### config.mk
export PLATFORM = sky130hd
export DESIGN_NAME = dna_check_flat
export DESIGN_NICKNAME = d
export VERILOG_FILES = /design/src/rtl/dna_pkg.sv /design/src/rtl/dna_port_model_if.sv /design/src/rtl/dna_check.sv /design/src/flat_wrapper.sv
export SDC_FILE = /design/constraint.sdc
export NUM_CORES = 1
export LEC_CHECK = 0
export ABC_CLOCK_PERIOD_IN_PS = 2000
export CORE_UTILIZATION = 34
export DETAILED_ROUTE_END_ITERATION = 8
export MAX_ROUTING_LAYER = met4
export PLACE_DENSITY_LB_ADDON = 0.3
export SYNTH_ARGS = -nofsm -noshare
export SYNTH_HDL_FRONTEND = slang
export SYNTH_SLANG_ARGS = --single-unit
### constraint.sdc
create_clock -name clk -period 2 [get_ports clk]
set_input_delay 0.2 -clock clk [delete_from_list [all_inputs] [get_ports clk]]
set_output_delay 0.2 -clock clk [all_outputs]
set_load 0.01 [all_outputs]
### src/rtl/dna_pkg.sv
// Shared types for the DNA identifier port and its comparison client.
package dna_pkg;
   localparam int DNA_WIDTH = 57;
   typedef logic [DNA_WIDTH-1:0] dna_t;
   localparam dna_t DNA_DEFAULT = 57'h000094c94546a85c;

   typedef enum logic [1:0] {
      ST_IDLE,
      ST_LOAD,
      ST_SHIFT,
      ST_DONE
   } check_state_e;
endpackage

### src/rtl/dna_port_model_if.sv
// Serial DNA port signals; the client (master) drives read/shift/din, the port (slave) returns dout.
// Protocol: no handshake. Every cycle is a command: read=1 loads, else shift=1 shifts, else hold.
interface dna_port_model_if;
   logic read;
   logic shift;
   logic din;
   logic dout;

   modport master (output read, output shift, output din, input dout);
   modport slave (input read, input shift, input din, output dout);
endinterface

### src/rtl/dna_check.sv
// DNA comparison client: pulses read once, then shifts 57 bits and compares them to an expected value.
module dna_check
   import dna_pkg::*;
(
   input  logic               clk,
   input  logic               rst_n,
   input  logic               start,
   input  dna_t               expected,
   dna_port_model_if.master   port,
   output logic               done,
   output logic               match,
   output check_state_e       state
);

   check_state_e next_state;
   logic [5:0]   idx;
   logic         mis;
   logic         bit_mis;

   assign bit_mis = (port.dout != expected[idx]);

   always_ff @(posedge clk or negedge rst_n) begin
      if (!rst_n) begin
         state <= ST_IDLE;
      end else begin
         state <= next_state;
      end
   end

   // DOUT is sampled on each shift edge, so bit idx is visible before the edge that shifts it out.
   always_ff @(posedge clk or negedge rst_n) begin
      if (!rst_n) begin
         idx   <= '0;
         mis   <= 1'b0;
         match <= 1'b0;
      end else begin
         case (state)
            ST_IDLE: begin
               if (start) begin
                  match <= 1'b0;
               end
            end
            ST_LOAD: begin
               idx <= 6'(DNA_WIDTH - 1);
               mis <= 1'b0;
            end
            ST_SHIFT: begin
               if (bit_mis) begin
                  mis <= 1'b1;
               end
               idx <= idx - 6'd1;
               if (idx == 6'd0) begin
                  match <= ~(mis | bit_mis);
               end
            end
            default: begin
            end
         endcase
      end
   end

   always_comb begin
      next_state = state;
      port.read  = 1'b0;
      port.shift = 1'b0;
      port.din   = 1'b0;
      done       = 1'b0;
      case (state)
         ST_IDLE: begin
            if (start) begin
               next_state = ST_LOAD;
            end
         end
         ST_LOAD: begin
            port.read  = 1'b1;
            next_state = ST_SHIFT;
         end
         ST_SHIFT: begin
            port.shift = 1'b1;
            if (idx == 6'd0) begin
               next_state = ST_DONE;
            end
         end
         ST_DONE: begin
            done       = 1'b1;
            next_state = ST_IDLE;
         end
         default: begin
            next_state = ST_IDLE;
         end
      endcase
   end

endmodule

### src/flat_wrapper.sv
// flat-port wrapper written by rule: the top's interface ports become plain ports
module dna_check_flat import dna_pkg::*;
  (clk, rst_n, start, expected, done, match, state, port_read, port_shift, port_din, port_dout);
  dna_port_model_if port_i ();
  input  logic clk;
  input  logic rst_n;
  input  logic start;
  input  dna_t expected;
  output logic done;
  output logic match;
  output check_state_e state;
  output wire logic [$bits(port_i.read)-1:0] port_read;
  output wire logic [$bits(port_i.shift)-1:0] port_shift;
  output wire logic [$bits(port_i.din)-1:0] port_din;
  input wire logic [$bits(port_i.dout)-1:0] port_dout;
  assign port_read = port_i.read;
  assign port_shift = port_i.shift;
  assign port_din = port_i.din;
  assign port_i.dout = port_dout;
  dna_check u_core (.clk(clk), .rst_n(rst_n), .start(start), .expected(expected), .port(port_i), .done(done), .match(match), .state(state));
endmodule
==> results of run 1 <==
## critical path, stage by stage (launching register included)
cell and delay (ns):
dfrtp_2 0.48, buf_12 0.15, mux4_1 0.55, mux2i_1 0.18
o21a_1 0.14, a221o_1 0.21, mux2i_1 0.23, a21o_1 0.10
## synth_stat cells, types with 2 or more instances
cell type	n
o21ai_0	9
nand2_1	6
o32ai_1	2
ha_1	6
nor2_1	7
mux4_1	7
mux2i_1	9
nand3_1	5
mux2_2	4
or3_1	2
buf_4	3
buf_6	2
dfrtp_1	10
inv_1	6
buf_2	3
mux4_2	3
nor2b_1	2
a21oi_1	4
## worst min path at each step
stage                      endpoint  depth (start not counted)
floorplan             u_core.idx[0]                          0
global placement       u_core.match                          1
detailed placement     u_core.match                          1
CTS                 u_core.state[1]                          1
global route        u_core.state[0]                          1
finish                 u_core.match                          1
## layout by cell type (no fill, tap or decap), types with 6 or more instances in the layout
| cell | n |
|---|---|
| nor2_1 | 7 |
| inv_1 | 6 |
| ha_1 | 6 |
| o21ai_0 | 8 |
| buf_4 | 11 |
| mux2i_1 | 9 |
| dfrtp_1 | 8 |
| clkdlybuf4s50_1 | 66 |
## state kept, by name, summed over array words and instances, names as in the netlist
register      count
u_core.state      2
u_core.idx        6
u_core.match      1
u_core.mis        1
## power by group through the flow
stage	combinational, mW	clock (mW)	sequential, mW
4_1_cts	1.30	0.187	0.391
2_1_floorplan	0.838	0	0.352
5_1_grt	1.48	0.199	0.414
6_report	1.36	0.182	0.402
3_5_place_dp	1.29	0	0.389
3_3_place_gp	1.24	0	0.389
## metal layers
| layer | vias to the layer above | track usage (%) |
|---|---|---|
| li1 | 590 | - |
| met4 | 0 | 3.65 |
| met5 | - | - |
| met3 | 2 | 4.05 |
| met2 | 29 | 40.2 |
| met1 | 576 | 21.8 |
## cells by family after synthesis
kind of cell    count (synthesis)  synth area share [%]
fa+ha+maj                       6                  6.48
other cells                     1                 0.324
flops                          10                  21.6
mux                            23                  33.4
compound gates                 27                  15.9
buf+inv                        15                  7.45
simple gates                   32                  14.9
## timing repair
item | in CTS | in global routing
gates cloned | 0 | 1
pin swaps | 0 | 4
resized for setup | 3 | 10
endpoints found under the setup margin | 2 | 2
## per-stage QoR
| stage | utilization (%) | setup slack [ns] | power, mW | instance area, µm² |
|---|---|---|---|---|
| 6_report | 63.8 | -0.0945 | 1.94 | 2010 |
| 5_1_grt | 63.8 | -0.137 | 2.09 | 2010 |
| 4_1_cts | 62.5 | -0.0900 | 1.88 | 1970 |
| 3_5_place_dp | 61.0 | -0.197 | 1.68 | 1920 |
| 3_3_place_gp | 61.0 | -0.155 | 1.63 | 1920 |
| 2_1_floorplan | - | -0.0330 | 1.19 | 1160 |
## final cells by class
| cell class | count | area [µm²] |
|---|---|---|
| clock buffers | 4 | 36.3 |
| fillers | 265 | 1140 |
| inverters | 6 | 22.5 |
| multi-input cells | 89 | 845 |
| flip-flops and latches | 10 | 253 |
| well taps | 44 | 55.1 |
| repair buffers | 80 | 800 |
==> results.md, run 1 <==
- WP data arrival: 2.30 ns
- Sw Share: 39.8%
- Status: complete, but fails checks
- Critical path launch point type: register
- Routed wl met2: 1.82 mm
- RSZ-0062 raised after global routing: true
- Synthesized cell area: 1160 µm²
- ANT nets after route: 0
- Min-Delay Path Class: in2async
- Count of final setup violators: 2
- Die Area: 3650 µm²
- Final WL: 3.42 mm
- Chip Height: 60.4 µm
- Hold_buf cts: 0
- Die X: 60.4 µm
- Core Footprint: 3150 µm²
- Final setup margin: -0.0945 ns
- Setup crit end kind: register
- Final max-slew violation count: 0
- DR top layer: met4
- Vias in the first global route: 1,285
- PortBufs: 66
- Critical path origin: u_core.idx[0]
- Number of buffers created by CTS: 3
- Initial antenna violation count: 0
- Register bit total from synthesis: 10
- Leakage: 0.808 nW
- Synth cell types: 42
- Pre-antenna DRT Iters: 4
- Combinational share of power: 69.9%
- Ys Warns: 0
- Last element of the critical path: u_core.match
- Cells on worst reg2reg path: 7
- CTS tree: yes
- Seq pwr share: 20.7%
- Met3 WL: 151 µm
- DRC: 0
- Ys async rst share: 100%
- Sequential element share of the synthesized area: 21.6%
- Initial Util: 36.7%
- Main synth FF type: dfrtp_1
- Clk Latency, worst-skew pair: 0.26 ns
- Max-cap viol count: 0
- Metal-1 WL: 1.44 mm
- Max VDD drop: 0.631 mV
- Drt wl/cell: 14.7 µm
- Main area contributors after synthesis: dfrtp_1 22%, mux4_1 16%, mux2i_1 7.8%, ha_1 6.5%, mux4_2 5.8%
- Power per cell area: 965 nW/µm²
- Pin count of the biggest net entering global routing: 13
- Gpl congestion: 0.935
- Capturing point of the worst reg2reg path: u_core.match
- First-pass GRT wire length: 5.53 mm
- Max Clock Skew: 0.00219 ns
- Via/cell ratio: 5.14
- I/O pin cnt: 68
- Synth top area share: 21.6%
- H-tree depth: 1
- TNS Setup: -0.181 ns
- Gr ovfl total: 0
- Routed vias: 1,197
- N_diodes: 0
- Critical Path Fanout Max: 6
- Final number of hold-violating endpoints: 0
- Average cell area after synthesis: 10.2 µm²
- Clock tree sinks: 10
- Clock-pin slew on the worst setup and hold paths: 0.07 ns
- Worst hold slack: 0.261 ns
- Synth-to-Final Area Change: 73.5%
- Synth Net Count: 181
- Peak Freq: 477 MHz
- Register-to-register setup slack: -0.09 ns
- Root Buffer: clkbuf_4
- Fin cells: 233
- # nets final: 257
- Mapped Cells: 114
- Clock power share: 9.4%
- Post-DP HPWL: 2.79 mm
- Max clock buf depth: 2
- Synth area leader: dfrtp_1
- DR iter-0 viols: 30
- Share of layout cells above drive strength 1: 19.0%
- Buffers inserted by post-CTS timing repair: 0
- Cell internal pwr: 1.17 mW
- Reg2Reg Launch Point: u_core.idx[0]
- Crit path kind: reg2reg
- Min Tclk post-route: 2.09 ns
- Dpl cells: 228
- Gr usage total: 20.8%
- Core Rows: 20
- Failing checks: negative setup slack
- Crit share post-route: 105%
- Switching power total: 772 µW
- Number of synthesized flops with an enable pin: 0
- CP Data Required Time: 2.21 ns
(Power assumes the default switching activity.)
==> inputs of run 2 (changes only) <==
Settings changed: MAX_ROUTING_LAYER met4 to unset, PLACE_DENSITY set to 0.75, PLACE_DENSITY_LB_ADDON 0.3 to unset.
==> results.md, run 2 (synthesis results as in run 1) <==
- Via/cell ratio: 5.23 (+1.9%)
- CTS tree: yes
- Clock tree sinks: 10 (unchanged)
- Delay-heaviest family, CP: multiplexers
- Initial antenna violation count: 0 (unchanged)
- Number of buffers created by CTS: 3 (unchanged)
- Buffers inserted by post-CTS timing repair: 0 (unchanged)
- Hold_buf cts: 0 (unchanged)
- PortBufs: 66 (unchanged)
- Max-cap viol count: 0 (unchanged)
- Seq pwr share: 20.4% (-0.3 points)
- DRC: 0 (unchanged)
- CP max-delay cell: mux4_1
- Capturing point of the worst reg2reg path: u_core.mis
- Gr ovfl total: 0 (unchanged)
- Max clock buf depth: 2 (unchanged)
- Worst hold slack: 0.240 ns (-0.0216 ns)
- RSZ-0062 raised after global routing: true
- Most frequent cells in the layout: 66 x clkdlybuf4s50_1, 10 x buf_4, 9 x mux2i_1, 9 x dfrtp_1
- CP Data Required Time: 2.17 ns (-0.04 ns)
- Root Buffer: clkbuf_4
- Failing checks: negative setup slack
- Worst-path cell chain: buf_4, mux4_1, mux2_2, nand2_1, a221o_1, nand4_1, o311ai_2
- N_diodes: 0 (unchanged)
- Min-Delay Path Class: in2async
- Final WL: 3.35 mm (-2.1%)
- Gpl congestion: 0.898 (-4.0%)
- Sw Share: 40.4% (+0.65 points)
- Min Tclk post-route: 2.08 ns (-0.0153 ns)
- Post-DP HPWL: 2.72 mm (-2.5%)
- Design Power: 1.91 mW (-1.5%)
- Max VDD drop: 0.431 mV (-32%)
- Crit share post-route: 104% (-0.76 points)
- Switching power total: 773 µW (+0.11%)
- Setup WS pre-CTS: -0.182 ns (+0.0150 ns)
- Pin count of the biggest net entering global routing: 13 (unchanged)
- Critical Path Fanout Max: 6 (unchanged)
- Pre-antenna DRT Iters: 4 (unchanged)
- Initial Util: 36.7% (unchanged)
- Max Clock Skew: 0.00673 ns (+0.00454 ns)
- CP bufs+invs: 1 (unchanged)
- # fillers: 281 (+6.0%)
- Power per cell area: 976 nW/µm² (+1.2%)
- Drt wl/cell: 14.4 µm (-1.7%)
- Footprint of the multi-input gates: 823 µm² (-2.5%)
- WP data arrival: 2.25 ns (-0.05 ns)
- Chip Height: 60.4 µm (unchanged)
- Largest registers: u_core.idx (6), u_core.state (2)
- Clk Latency, worst-skew pair: 0.28 ns (+0.02 ns)
- Max FFs per register: 6 (unchanged)
- Clock-pin slew on the worst setup and hold paths: 0.08 ns (about the same)
- M1 GR Usage: 22.7% (+0.94 points)
- Final max-slew violation count: 0 (unchanged)
- Gr usage total: 19.9% (-0.93 points)
- Finished Core Util: 62.1% (-1.7 points)
- DR iter-0 viols: 26 (-13%)
- First-pass GRT wire length: 5.32 mm (-3.7%)
- Register area: 251 µm² (-0.49%)
- ANT nets after route: 0 (unchanged)
- Dpl cells: 228 (unchanged)
- Count of final setup violators: 2 (unchanged)
- Register-to-register setup slack: -0.08 ns (+0.02 ns)
- Core Footprint: 3150 µm² (unchanged)
- Leading cell type in the layout, fill and taps excluded: clkdlybuf4s50_1
- Cells on worst reg2reg path: 7 (unchanged)
- Grt peak-use layer: met2
- Crit-path max cell delay: 0.53 ns (-0.02 ns)
- GR met2 Demand/Resource: 36.4% (-3.8 points)
- I/O pin cnt: 68 (unchanged)
- Cell internal pwr: 1.14 mW (-2.5%)
- Crit path kind: reg2reg
- Fin cells: 232 (-0.43%)
- Fin area: 1960 µm² (-2.6%)
- # nets final: 256 (-0.39%)
- Reg2Reg Launch Point: u_core.idx[0]
- Final number of hold-violating endpoints: 0 (unchanged)
- Die Area: 3650 µm² (unchanged)
- Vias in the first global route: 1,280 (-0.39%)
- DP Area: 1910 µm² (-0.65%)
- Share of layout cells above drive strength 1: 19.1% (+0.10 points)
- H-tree depth: 1 (unchanged)
- TNS Setup: -0.150 ns (+0.0302 ns)
- Die X: 60.4 µm (unchanged)
- Status: complete, but fails checks
- Peak Freq: 481 MHz (+0.74%)
- Combinational share of power: 69.6% (-0.3 points)
- Final setup margin: -0.0792 ns (+0.0153 ns)
- Clock power share: 10.0% (+0.6 points)
- Biggest register: u_core.idx
- Setup crit end kind: register
- Routed vias: 1,214 (+1.4%)
- GR Util met3: 5.33% (+1.3 points)
- Leakage: 0.777 nW (-3.9%)
- Synth-to-Final Area Change: 69.0%
- Core Rows: 20 (unchanged)
- Critical path launch point type: register
## run 2: cell count changes in the layout (fill, tap and decap cells not counted), moves of 2 or more
cell,before,now
buf_6,1,3
mux2_2,1,3
mux2_4,3,1
mux4_1,5,2
mux4_2,5,8
## run 2: repair_timing
| item | in CTS | in global routing |
|---|---|---|
| gates resized for setup | 6 | 8 |
| setup endpoints to repair | 2 | 3 |
| endpoints found under the hold margin | 0 | 0 |
| pin swaps | 2 | 4 |
## run 2: routing by layer
metal	vias up	part of all wire, %
met5	-	0
met4	0	0.30
met3	2	5.7
met2	41	54
met1	583	40
li1	588	-
## run 2: area by class of cell
class / count / area share [%]
clock buffer: 4 / 1.85
tap: 44 / 2.81
multi-input combinational: 89 / 42.0
inverter: 6 / 1.15
sequential: 10 / 12.8
timing repair buffer: 79 / 39.3
## run 2: power by group through the flow
stage,Sequential (mW),Combinational [mW],Clock (mW)
3_5_place_dp,0.388,1.27,0
6_report,0.390,1.33,0.190
5_1_grt,0.404,1.46,0.203
2_1_floorplan,0.352,0.838,0
4_1_cts,0.392,1.29,0.191
3_3_place_gp,0.377,1.22,0
## run 2: worst max path at each step
stage,startpoint,endpoint,slack (ns),cells after the start
floorplan,u_core.idx[0],u_core.mis,-0.03,7
global placement,u_core.idx[0],u_core.mis,-0.15,7
detailed placement,expected[42],u_core.mis,-0.18,7
CTS,u_core.idx[0],u_core.match,-0.06,7
global route,u_core.idx[0],u_core.mis,-0.16,6
finish,u_core.idx[0],u_core.mis,-0.08,7
